===== src/rtl/fetch_unit.sv =====
// RV32I fetch stage: PC generation, imem request/response with a 2-entry in-order queue, registered decode triple.
// Latency: response edge -> o_Valid (bypass); backpressure: i_Stall freezes the output, issue stops at entries+drops == 2.
module fetch_unit #(
   parameter logic [31:0] RESET_PC  = 32'h0000_0000,
   parameter logic [31:0] NOP_INSTR = 32'h0000_0013
) (
   input  logic        clk,
   input  logic        rst_n,
   input  logic        i_Stall,
   input  logic        i_Redirect,
   input  logic [31:0] i_RedirectPc,
   output logic        o_ImemReq,
   output logic [31:0] o_ImemAddr,
   input  logic        i_ImemReady,
   input  logic        i_ImemRvalid,
   input  logic [31:0] i_ImemRdata,
   output logic [31:0] o_Instr,
   output logic [31:0] o_Pc,
   output logic        o_Valid
);

   logic [31:0] fetch_pc;
   logic [31:0] ent_pc  [2];
   logic [31:0] ent_dat [2];
   logic [1:0]  ent_vld;
   logic [1:0]  ent_fill;
   logic        alloc_ptr;
   logic        fill_ptr;
   logic        pop_ptr;
   logic [1:0]  drop_cnt;

   logic [1:0]  ent_cnt;
   logic [1:0]  unfilled;
   logic [2:0]  occupancy;
   logic        accept;
   logic        resp_drop;
   logic        fill_hit;
   logic        head_rdy;
   logic        pop;
   logic [31:0] head_dat;
   logic [31:0] redirect_aligned;

   always_comb begin
      ent_cnt          = {1'b0, ent_vld[0]} + {1'b0, ent_vld[1]};
      unfilled         = {1'b0, ent_vld[0] & ~ent_fill[0]} + {1'b0, ent_vld[1] & ~ent_fill[1]};
      occupancy        = {1'b0, ent_cnt} + {1'b0, drop_cnt};
      o_ImemReq        = (occupancy < 3'd2) & ~i_Redirect;
      o_ImemAddr       = fetch_pc;
      accept           = o_ImemReq & i_ImemReady;
      // Stale responses are always older than live ones, so they are consumed first.
      resp_drop        = i_ImemRvalid & (drop_cnt != 2'd0);
      fill_hit         = i_ImemRvalid & (drop_cnt == 2'd0) & ent_vld[fill_ptr] & ~ent_fill[fill_ptr];
      head_rdy         = ent_vld[pop_ptr] & (ent_fill[pop_ptr] | (fill_hit & (fill_ptr == pop_ptr)));
      pop              = head_rdy & ~i_Stall & ~i_Redirect;
      head_dat         = ent_fill[pop_ptr] ? ent_dat[pop_ptr] : i_ImemRdata;
      redirect_aligned = i_RedirectPc & ~32'd3;
   end

   always_ff @(posedge clk or negedge rst_n) begin
      if (!rst_n) begin
         fetch_pc   <= RESET_PC;
         ent_pc[0]  <= '0;
         ent_pc[1]  <= '0;
         ent_dat[0] <= '0;
         ent_dat[1] <= '0;
         ent_vld    <= '0;
         ent_fill   <= '0;
         alloc_ptr  <= 1'b0;
         fill_ptr   <= 1'b0;
         pop_ptr    <= 1'b0;
         drop_cnt   <= '0;
         o_Instr    <= NOP_INSTR;
         o_Pc       <= '0;
         o_Valid    <= 1'b0;
      end else if (i_Redirect) begin
         fetch_pc  <= redirect_aligned;
         ent_vld   <= '0;
         ent_fill  <= '0;
         alloc_ptr <= 1'b0;
         fill_ptr  <= 1'b0;
         pop_ptr   <= 1'b0;
         // Every outstanding unfilled request still owes a response that must be discarded.
         drop_cnt  <= drop_cnt - {1'b0, resp_drop} + unfilled - {1'b0, fill_hit};
         o_Valid   <= 1'b0;
         o_Instr   <= NOP_INSTR;
      end else begin
         if (accept) begin
            fetch_pc            <= fetch_pc + 32'd4;
            ent_vld[alloc_ptr]  <= 1'b1;
            ent_fill[alloc_ptr] <= 1'b0;
            ent_pc[alloc_ptr]   <= fetch_pc;
            alloc_ptr           <= ~alloc_ptr;
         end
         if (resp_drop) begin
            drop_cnt <= drop_cnt - 2'd1;
         end
         if (fill_hit) begin
            ent_fill[fill_ptr] <= 1'b1;
            ent_dat[fill_ptr]  <= i_ImemRdata;
            fill_ptr           <= ~fill_ptr;
         end
         if (pop) begin
            ent_vld[pop_ptr]  <= 1'b0;
            ent_fill[pop_ptr] <= 1'b0;
            pop_ptr           <= ~pop_ptr;
            o_Valid           <= 1'b1;
            o_Instr           <= head_dat;
            o_Pc              <= ent_pc[pop_ptr];
         end else if (!i_Stall) begin
            o_Valid <= 1'b0;
            o_Instr <= NOP_INSTR;
         end
      end
   end

endmodule

===== config.mk =====
export PLATFORM = sky130hd
export DESIGN_NAME = fetch_unit
export DESIGN_NICKNAME = d
export VERILOG_FILES = /design/src/rtl/fetch_unit.sv
export SDC_FILE = /design/constraint.sdc
export NUM_CORES = 1
export LEC_CHECK = 0
export BUFFER_PORTS_ARGS = -buffer_cell sky130_fd_sc_hd__buf_4
export CAP_MARGIN = 20
export CELL_PAD_IN_SITES_DETAIL_PLACEMENT = 0
export CELL_PAD_IN_SITES_GLOBAL_PLACEMENT = 1
export CORE_MARGIN = 2
export CORE_UTILIZATION = 40
export CTS_BUF_LIST = sky130_fd_sc_hd__clkbuf_4 sky130_fd_sc_hd__clkbuf_8 sky130_fd_sc_hd__clkbuf_16
export CTS_CLUSTER_DIAMETER = 120
export CTS_CLUSTER_SIZE = 40
export DETAILED_ROUTE_END_ITERATION = 10
export HOLD_SLACK_MARGIN = 0.15
export PLACE_DENSITY = 0.69
export SLEW_MARGIN = 30
export SYNTH_ARGS = -nofsm -noshare
export SYNTH_HDL_FRONTEND = slang
export SYNTH_SLANG_ARGS = --single-unit

===== constraint.sdc =====
create_clock -name clk -period 2.9 [get_ports clk]
set_input_delay 0.58 -clock clk [delete_from_list [all_inputs] [get_ports clk]]
set_output_delay 0.58 -clock clk [all_outputs]
set_load 0.05 [all_outputs]

# Word-level counts from Yosys, hierarchy flattened
# Cells that the tools add are included.
[op_classes] n_addsub=8 n_lt_le_gt_ge=12 n_mux=53 bitwise_logic=31 reduce_logical=14 n_eq_ne=2
[ops] op="32-bit 2-to-1 mux" count=14
[ops] op="64-bit bitwise mux" count=2
[ops] op="32-bit demux with 1-bit select" count=2
[ops] op="32-bit by 3-bit adder with 32-bit output (second input constant)" count=1
[ops] op="2-bit 2-to-1 mux" count=12
[ops] op="1-bit 2-to-1 mux" count=20
[ops] op="1-bit AND" count=12
[ops] op="2-bit nonzero test" count=5
[ops] op="1-bit NOT" count=8
[ops] op="2-bit AND" count=3
[ops] op="2-bit greater-or-equal comparator (second input constant)" count=3
[ops] op="1-bit by 2-bit less-than comparator with 1-bit output (second input constant)" count=3
[ops] op="1-bit NOT with 2-bit output" count=3
[ops] op="2-bit AND reduction" count=3
[ops] op="1-bit logical AND" count=5
[ops] op="1-bit by 1-bit adder with 2-bit output" count=2
[ops] op="2-bit by 1-bit less-than comparator with 1-bit output (second input constant)" count=2
[ops] op="2-bit NOT" count=2
[ops] op="2-bit OR" count=2
[ops] op="2-bit by 1-bit subtractor with 2-bit output" count=2
[ops] op="2-bit by 2-bit adder with 3-bit output" count=1
[ops] op="1-bit demux with 1-bit select" count=3
[ops] op="1-bit greater-or-equal comparator (second input constant)" count=3
[ops] op="3-bit by 2-bit less-than comparator with 1-bit output (second input constant)" count=1
[ops] op="other kinds (6)" count=6
[word_totals] ff_bits=234 in_bits=70 output_inout_bits=98 wordCells=134

# Logic depth before layout (Yosys ltp)
# Gate-level depths: netlist (run 1).
[logic_depth] depth_word=14 depth_mapped=10 mapped_depth_nobuf=10

# Least setup slack after synthesis (run 1)
# OpenSTA, ideal clock, no wires.
[synth_timing] path_kind="register to register" from="reg ent_vld[0]" to="reg ent_pc[58] (netlist name)" arrival_time_ps=2600 path_slack_ps=175 required_time_ps=2775 setup_time_ps=125 period_less_slack_ps=2725 stages_incl_launch_ff=9 cell_sequence="dfrtp_1 > ha_1 > a2111oi_4 > and2_1 > buf_4 > nand2b_1 > buf_6 > buf_6 > mux2_4"
[synth_between] elab_chain_cells=6
[synth_lines] item="start: declaration" line="25" source="logic [1:0] ent_vld;"
[synth_lines] item="start signal: assignment" line="66" source="ent_vld <= '0;"
[synth_lines] item="start signal: assignment" line="77" source="ent_vld <= '0;"
[synth_lines] item="start signal: indexed assignment" line="89" source="ent_vld[alloc_ptr] <= 1'b1;"
[synth_lines] item="1-bit by 1-bit adder with 2-bit output" line="44" source="ent_cnt = {1'b0, ent_vld[0]} + {1'b0, ent_vld[1]};"
[synth_lines] item="2-bit by 2-bit adder with 3-bit output" line="46" source="occupancy = {1'b0, ent_cnt} + {1'b0, drop_cnt};"
[synth_lines] item="3-bit by 2-bit less-than comparator with 1-bit output" line="47" source="o_ImemReq = (occupancy < 3'd2) & ~i_Redirect;"
[synth_lines] item="1-bit AND" line="47"
[synth_lines] item="net o_ImemReq" line="12" source="output logic o_ImemReq,"
[synth_lines] item="1-bit AND" line="49" source="accept = o_ImemReq & i_ImemReady;"
[synth_lines] item="2-bit AND reduction (no line)"
[synth_lines] item="end signal: indexed assignment" line="91" source="ent_pc[alloc_ptr] <= fetch_pc;"
[synth_lines] item="end: declaration" line="23" source="logic [31:0] ent_pc [2];"
# The timed path passes the listed nets, and every way through them passes these cells.
# A chain may end at the register's enable or synchronous reset.

# Final worst setup path (run 1)
[layout_timing] from="reg ent_vld[0]" to="out o_ImemReq"
[layout_between] elab_chain_cells=4
[layout_lines] item="1-bit by 1-bit adder with 2-bit output" line="44"
[layout_lines] item="2-bit by 2-bit adder with 3-bit output" line="46"
[layout_lines] item="3-bit by 2-bit less-than comparator with 1-bit output" line="47"
[layout_lines] item="1-bit AND" line="47"
[layout_lines] item="end: declaration" line="12"
# Every way passes these cells.

==> results of run 1 <==
==> worst max-delay path, cell delays in order, from the launching register on <==
cell and delay (ns):
sky130_fd_sc_hd__dfrtp_1 0.48, sky130_fd_sc_hd__ha_1 0.36, sky130_fd_sc_hd__a2111oi_4 0.44, sky130_fd_sc_hd__buf_4 0.28
==> worst min-delay path by stage <==
| stage | slack (ns) | from | end | cells past startpoint |
|---|---|---|---|---|
| finish | 0.28 | i_RedirectPc[22] | o_ImemAddr[22] | 2 |
| global route | 0.26 | i_RedirectPc[22] | o_ImemAddr[22] | 2 |
| CTS | 0.27 | i_RedirectPc[22] | o_ImemAddr[22] | 2 |
| detailed placement | 0.47 | ent_pc[53] | ent_pc[53] | 2 |
| global placement | 0.46 | o_Valid | o_Valid | 2 |
| floorplan | 0.28 | rst_n | alloc_ptr | 0 |
==> cell usage after synthesis (all sizes together) (3+ instances only) <==
cell,count,share of area [%]
nand2,115,4.3
nor2,48,1.8
o221ai,3,0.26
nor2b,7,0.43
o22a,3,0.26
a21o,4,0.29
a21oi,40,2.0
inv,10,0.37
dfstp,3,0.77
and3,5,0.30
o21ai,92,4.5
nor3,11,0.54
and2,5,0.30
dfrtp,223,54
xnor2,5,0.43
ha,3,0.37
buf,35,2.2
clkbuf,26,0.95
a22oi,4,0.29
mux2i,65,6.3
mux2,117,13
nand4,12,0.73
nand3,14,0.68
o211ai,5,0.37
nand2b,8,0.56
a221o,7,0.68
or3,3,0.18
o311ai,5,0.43
nor4,4,0.30
nor3b,3,0.22
xor2,4,0.34
==> final cells by class <==
cell class                      count  area (µm²)
Clock buffer                       11         240
Clock inverter                      1        16.3
Fill cell                        2349       13100
Inverter                           10        37.5
Multi-Input combinational cell    609        4280
Sequential cell                   226        5660
Tap cell                          330         413
Timing Repair Buffer              185        1450
==> what timing repair did <==
| action | 4_1_cts | 5_1_grt |
|---|---|---|
| hold buffers | 1 | 0 |
| endpoints found under the hold margin | 68 | 0 |
| setup endpoints to repair | 0 | 0 |
==> routing by layer <==
metal,vias to the layer above,part of all wire (%),global-route usage (%)
met1,3491,48,26.0
li1,3431,-,-
met4,0,1.2,3.59
met3,17,4.8,2.75
met2,151,46,29.5
met5,-,0,0
==> power breakdown <==
group	internal [µW]	leakage, µW	switching (µW)	total, µW
clock	612	0.000127	973	1580
combinational	994	0.00245	1100	2090
sequential	3790	0.00295	456	4250
==> state kept, by name, summed over array words and instances (netlist names) <==
signal,count
ent_vld,2
fill_ptr,1
alloc_ptr,1
o_Instr,32
ent_pc,60
ent_fill,2
o_Pc,30
o_Valid,1
ent_dat,64
o_ImemAddr,30
pop_ptr,1
drop_cnt,2
==> cell families (layout without fill, tap and decap cells) <==
family,after synthesis,after routing,share of synthesized area (%)
AO/OA/AOI/OAI,171,171,9.87
adder cells (fa/ha/maj),5,5,0.756
other,1,4,0.0365
AND/OR/NAND/NOR,238,238,10.5
multiplexers,182,182,19.4
buffers and inverters,71,207,3.55
XOR/XNOR,9,9,0.768
flip-flops,226,226,55.1
==> metrics by stage <==
| stage | area (µm²) | utilization (%) |
|---|---|---|
| floorplan | 10300 | - |
| global placement | 11800 | 47.0 |
| detailed placement | 11800 | 47.0 |
| CTS | 12100 | 48.0 |
| global route | 12100 | 48.0 |
| finish | 12100 | 48.0 |
==> load_flow_metrics.sql, run 1 <==
INSERT INTO impl_metrics (metric_group, metric, value, unit) VALUES
('run_status', 'run_status', 'finished, final reports clean', ''),
('placed_design', 'detailed_place_hpwl', '16100', 'µm'),
('placed_design', 'cell_count_after_placement', '1359', ''),
('global_routing', 'largest_net_degree_at_the_start_of_global_routing', '73', ''),
('sta', 'worst_hold_slack', '0.284', 'ns'),
('setup_path', 'setup.worst_path.end', 'o_ImemReq', ''),
('setup_path', 'start_kind', 'flip-flop', ''),
('placed_design', 'routabilityCongestion', '0.792', ''),
('logic_synthesis', 'edff_count_synth', '0', ''),
('layout', 'stdcell_count', '1372', ''),
('floorplan', 'die_area', '27000', 'µm²'),
('setup_path', 'critical_path_class', 'flip-flop to output port', ''),
('power_and_ir_drop', 'power_density', '655', 'nW/µm²'),
('power_and_ir_drop', 'max-vdd-ir-drop', '0.000369', 'V'),
('detailed_routing', 'detail_route.wirelength', '24200', 'µm'),
('floorplan', 'die_span_in_y', '164', 'µm'),
('sta', 'timing.setup.tns', '0', 'ns'),
('detailed_routing', 'vias_per_cell', '5.17', ''),
('sta', 'final.setup.worst_slack', '0.278', 'ns'),
('detailed_routing', 'drtPass1Iterations', '4', ''),
('detailed_routing', 'remaining_drc_errors', '0', ''),
('logic_synthesis', 'postSynthRegisterBits', '226', ''),
('clocking', 'tritoncts_num_sinks', '226', ''),
('run', 'max_cap_viol_count', '0', ''),
('logic_synthesis', 'synth_sequential_area_ratio', '55.1', '%'),
('logic_synthesis', 'share_of_synthesized_flip_flops_with_an_asynchronous_set_or_reset', '100', '%'),
('clocking', 'clock_tree_root', 'sky130_fd_sc_hd__clkbuf_16', ''),
('floorplan', 'initial_utilization', '40.8', '%'),
('global_routing', 'wire_length_of_the_first_global_routing_pass', '39100', 'µm'),
('floorplan', 'die_span_x', '164', 'µm'),
('setup_path', 'r2r_cells', '10', ''),
('floorplan', 'ports', '168', ''),
('layout', 'ratio_of_cells_with_drive_above_1_in_the_final_layout', '31.4', '%'),
('sta', 'final-max-slew-violation-count', '0', ''),
('global_routing', 'global_route.usage.total', '18.2', '%'),
('sta', 'min_period_over_period', '90.4', '%'),
('clocking', 'clock_tree_from_tritoncts', 'built', ''),
('clocking', 'insertion_delay', '0.49', 'ns'),
('clocking', 'cts-htree-levels', '1', ''),
('placed_design', 'placement.io_buffers', '161', ''),
('setup_path', 'worstSetupEndpointType', 'output port', ''),
('logic_synthesis', 'post_synth_inst_count', '903', ''),
('detailed_routing', 'detail_route.iter0.violations', '451', ''),
('clocking', 'cts_buf_count', '9', ''),
('sta', 'maxClockFrequency', '381', 'MHz'),
('power_and_ir_drop', 'p_leak', '0.00553', 'µW'),
('setup_path', 'regToRegStartpoint', 'drop_cnt[0]', ''),
('detailed_routing', 'postRouteAntennaNets', '0', ''),
('logic_synthesis', 'ys_dominant_reg_cell', 'sky130_fd_sc_hd__dfrtp_1', ''),
('logic_synthesis', 'post_synth_instance_area', '10300', 'µm²'),
('sta', 'timing.final.setup_violations', '0', ''),
('setup_path', 'cp_max_fo', '5', ''),
('clocking', 'path_clk_slew', '0.14', 'ns'),
('floorplan', 'floorplan.core_area', '25200', 'µm²'),
('detailed_routing', 'post_drt_wl_per_cell', '17.6', 'µm'),
('detailed_routing', 'via_count', '7090', ''),
('global_routing', 'antenna_found_initial', '0', ''),
('setup_path', 'required', '2.32', 'ns'),
('setup_path', 'critical_path.startpoint', 'ent_vld[0]', ''),
('hold_path', 'holdCritPathClass', 'input pin to flip-flop', ''),
('sta', 'rsz0062_at_grt', 'false', ''),
('global_routing', 'overflow', '0', ''),
('setup_path', 'regToRegEndpoint', 'drop_cnt[1]', ''),
('power_and_ir_drop', 'totalPowerFinal', '7920', 'µW'),
('layout', 'layout.cells.most_common', 'sky130_fd_sc_hd__dfrtp_1', ''),
('sta', 'relative_slew_margins', '44.2', '%'),
('floorplan', 'rows', '58', ''),
('sta', 'worst_slew_pin_slew', '0.833', 'ns'),
('placed_design', 'placement.setup.worst_slack', '0.340', 'ns'),
('global_routing', 'first_global_vias', '7144', ''),
('layout', 'mostFrequentLayoutCells', '222 x sky130_fd_sc_hd__dfrtp_1, 179 x sky130_fd_sc_hd__buf_4, 114 x sky130_fd_sc_hd__nand2_1, 112 x sky130_fd_sc_hd__mux2_2, 65 x sky130_fd_sc_hd__mux2i_1', '');
Power figures use the tool's default switching activity.
==> run 2, diff against run 1 <==
--- a/config.mk
+++ b/config.mk
@@ -16,7 +16,7 @@
 export CTS_CLUSTER_SIZE = 40
 export DETAILED_ROUTE_END_ITERATION = 10
 export HOLD_SLACK_MARGIN = 0.15
-export PLACE_DENSITY = 0.69
+export PLACE_DENSITY = 0.76
 export SLEW_MARGIN = 30
 export SYNTH_ARGS = -nofsm -noshare
 export SYNTH_HDL_FRONTEND = slang
==> run 2 against run 1 <==
- die area stayed put
- sequential share of layout area up 0.097 points
- flip-flop and latch count is the same
- fmax increased by 0.33%
- sequential power is essentially flat
- power down 0.47%
- critical endpoint unchanged
- count of clock-buffer cells in the layout is 1 lower
- cell count shrank 0.36%
==> load_flow_metrics.sql, run 2 (same netlist as run 1, synthesis figures left out) <==
INSERT INTO impl_metrics (metric_group, metric, value, unit) VALUES
('setup_path', 'regToRegStartpoint', 'ent_vld[0]', ''),
('clocking', 'clock_tree_root', 'sky130_fd_sc_hd__clkbuf_16', ''),
('layout', 'utilization', '47.9', '%'),
('setup_path', 'timing.critical_path.cells', 'ha_1 > a2111oi_4 > buf_4', ''),
('global_routing', 'wire_length_of_the_first_global_routing_pass', '38500', 'µm'),
('detailed_routing', 'remaining_drc_errors', '0', ''),
('layout', 'top_regs', 'ent_dat (64), ent_pc (60), o_Instr (32)', ''),
('global_routing', 'global_route.usage.total', '17.8', '%'),
('setup_path', 'r2r_slack', '0.32', 'ns'),
('global_routing', 'antenna_found_initial', '0', ''),
('layout', 'mostFrequentLayoutCells', '222 x sky130_fd_sc_hd__dfrtp_1, 174 x sky130_fd_sc_hd__buf_4, 114 x sky130_fd_sc_hd__nand2_1, 112 x sky130_fd_sc_hd__mux2_2, 65 x sky130_fd_sc_hd__mux2i_1', ''),
('clocking', 'cts.repair.resized', '0', ''),
('placed_design', 'detailed_place.area', '11800', 'µm²'),
('sta', 'final.setup.worst_slack', '0.286', 'ns'),
('clocking', 'post-cts-setup-buffer-count', '0', ''),
('clocking', 'cts_buf_count', '9', ''),
('power_and_ir_drop', 'clockPowerShare', '19.8', '%'),
('hold_path', 'holdCritPathClass', 'input pin to flip-flop', ''),
('floorplan', 'floorplan.core_area', '25200', 'µm²'),
('layout', 'area_growth_from_synthesis_to_final_layout', '17.6', '%'),
('run', 'max_cap_viol_count', '0', ''),
('setup_path', 'critical_path_class', 'flip-flop to output port', ''),
('placed_design', 'placement.io_buffers', '161', ''),
('layout', 'ant_cells', '0', ''),
('clocking', 'path_clk_slew', '0.14', 'ns'),
('sta', 'worst_slew_pin_slew', '0.808', 'ns'),
('setup_path', 'path_delay_family', 'flip-flops', ''),
('floorplan', 'die_span_in_y', '164', 'µm'),
('clocking', 'tritoncts_num_sinks', '226', ''),
('setup_path', 'arrival', '2.03', 'ns'),
('setup_path', 'timing.critical_path.slowest_stage_cell', 'sky130_fd_sc_hd__dfrtp_1', ''),
('power_and_ir_drop', 'power_density', '653', 'nW/µm²'),
('power_and_ir_drop', 'internal-power', '5380', 'µW'),
('setup_path', 'start_kind', 'flip-flop', ''),
('floorplan', 'rows', '58', ''),
('layout', 'max_reg_flops', '64', ''),
('layout', 'ratio_of_cells_with_drive_above_1_in_the_final_layout', '31.1', '%'),
('power_and_ir_drop', 'switching_share', '31.8', '%'),
('floorplan', 'die_span_x', '164', 'µm'),
('clocking', 'cts-htree-levels', '1', ''),
('detailed_routing', 'drtPass1Iterations', '6', ''),
('detailed_routing', 'maxUsedRoutingLayer', 'met4', ''),
('sta', 'timing.setup.tns', '0', 'ns'),
('layout', 'postLayoutCellArea', '12100', 'µm²'),
('layout', 'final_nets', '1112', ''),
('detailed_routing', 'postRouteAntennaNets', '0', ''),
('setup_path', 'buf_inv_on_cp', '1', ''),
('sta', 'rsz0062_at_grt', 'false', ''),
('detailed_routing', 'detail_route.iter0.violations', '435', ''),
('setup_path', 'cp_num_cells', '3', ''),
('setup_path', 'slowest_delay', '0.48', 'ns'),
('sta', 'finalClockSkew', '0.0235', 'ns'),
('detailed_routing', 'met3_wirelength', '1160', 'µm'),
('detailed_routing', 'via_count', '7191', ''),
('power_and_ir_drop', 'combPwrFrac', '26.4', '%'),
('setup_path', 'required', '2.32', 'ns'),
('sta', 'timing.final.setup_violations', '0', ''),
('sta', 'relative_slew_margins', '45.9', '%'),
('global_routing', 'largest_net_degree_at_the_start_of_global_routing', '86', ''),
('power_and_ir_drop', 'totalPowerFinal', '7890', 'µW'),
('global_routing', 'first_global_vias', '7147', ''),
('clocking', 'insertion_delay', '0.49', 'ns'),
('power_and_ir_drop', 'p_leak', '0.00551', 'µW'),
('detailed_routing', 'detail_route.wirelength', '23700', 'µm'),
('setup_path', 'cp_max_fo', '5', ''),
('placed_design', 'detailed_place_hpwl', '15900', 'µm'),
('setup_path', 'worstSetupEndpointType', 'output port', ''),
('global_routing', 'overflow', '0', ''),
('layout', 'n_fill_cell', '2389', ''),
('sta', 'final-max-slew-violation-count', '0', ''),
('setup_path', 'setup.worst_path.end', 'o_ImemReq', ''),
('sta', 'maxClockFrequency', '383', 'MHz'),
('setup_path', 'critical_path.startpoint', 'ent_vld[0]', ''),
('layout', 'largest_register', 'ent_dat', ''),
('sta', 'hold_viol', '0', ''),
('detailed_routing', 'post_drt_wl_per_cell', '17.3', 'µm'),
('hold_path', 'timing.hold.worst_path_depth', '2', ''),
('power_and_ir_drop', 'max-vdd-ir-drop', '0.000469', 'V'),
('sta', 'period_minus_slack', '2.61', 'ns'),
('floorplan', 'ports', '168', ''),
('clocking', 'cts_max_path_buffers', '3', ''),
('floorplan', 'initial_utilization', '40.8', '%'),
('detailed_routing', 'routed_metal_1_wirelength', '11000', 'µm'),
('detailed_routing', 'route.met2.wl', '11200', 'µm'),
('floorplan', 'die_area', '27000', 'µm²'),
('detailed_routing', 'vias_per_cell', '5.26', ''),
('power_and_ir_drop', 'net-switching-power', '2510', 'µW'),
('power_and_ir_drop', 'power_frac_seq', '53.8', '%'),
('setup_path', 'r2r_cells', '6', ''),
('placed_design', 'routabilityCongestion', '0.783', ''),
('sta', 'min_period_over_period', '90.1', '%'),
('run_status', 'run_status', 'finished, final reports clean', ''),
('placed_design', 'placement.setup.worst_slack', '0.302', 'ns'),
('clocking', 'clock_tree_from_tritoncts', 'built', ''),
('setup_path', 'regToRegEndpoint', 'ent_pc[15]', ''),
('layout', 'layout.cells.most_common', 'sky130_fd_sc_hd__dfrtp_1', '');
==> run 2: cell types whose count changed in the layout (fill, tap and decap cells not counted) <==
cell / change
sky130_fd_sc_hd__buf_12: +1
sky130_fd_sc_hd__buf_4: -5
sky130_fd_sc_hd__clkbuf_4: -1
==> run 2: per-layer routing <==
metal	up-vias	GRT usage, %
met2	162	29.6
met5	-	0
li1	3422	-
met1	3585	25.0
met3	22	2.55
met4	0	3.11
==> run 2: what timing repair did <==
action / in CTS / in global routing
hold buffers: 1 / 0
setup endpoints to repair: 0 / 0
hold endpoints to repair: 77 / 0
==> run 2: area by class of cell <==
type / instances / area (µm²) / area share [%]
clock inverter: 1 / 16.3 / 0.135
sequential: 226 / 5660 / 46.9
multi-input combinational: 609 / 4280 / 35.5
inverter: 10 / 37.5 / 0.311
clock buffer: 10 / 233 / 1.93
tap: 330 / 413 / 3.42
timing repair buffer: 181 / 1430 / 11.9
==> run 2: power by group through the flow <==
| stage | combinational [µW] | sequential [µW] | clock, µW |
|---|---|---|---|
| global route | 2300 | 4350 | 1730 |
| global placement | 2060 | 4290 | 0 |
| detailed placement | 2110 | 4320 | 0 |
| floorplan | 1300 | 4460 | 0 |
| finish | 2080 | 4250 | 1560 |
| CTS | 2120 | 4250 | 1640 |
==> run 2: worst min-delay path by stage <==
stage / end / slack, ns / start
finish: o_ImemAddr[22] / 0.29 / i_RedirectPc[22]
global route: o_ImemAddr[28] / 0.28 / i_RedirectPc[28]
CTS: o_ImemAddr[22] / 0.28 / i_RedirectPc[22]
detailed placement: o_Valid / 0.47 / o_Valid
global placement: ent_pc[51] / 0.46 / ent_pc[51]
floorplan: alloc_ptr / 0.28 / rst_n
==> run 2: per-stage QoR <==
stage | hold WS [ns] | instances
final | 0.292 | 1367
after global routing | 0.283 | 1367
after CTS | 0.276 | 1367
after detailed placement | 0.470 | 1355
after global placement | 0.462 | 1355
after floorplan | 0.284 | 906
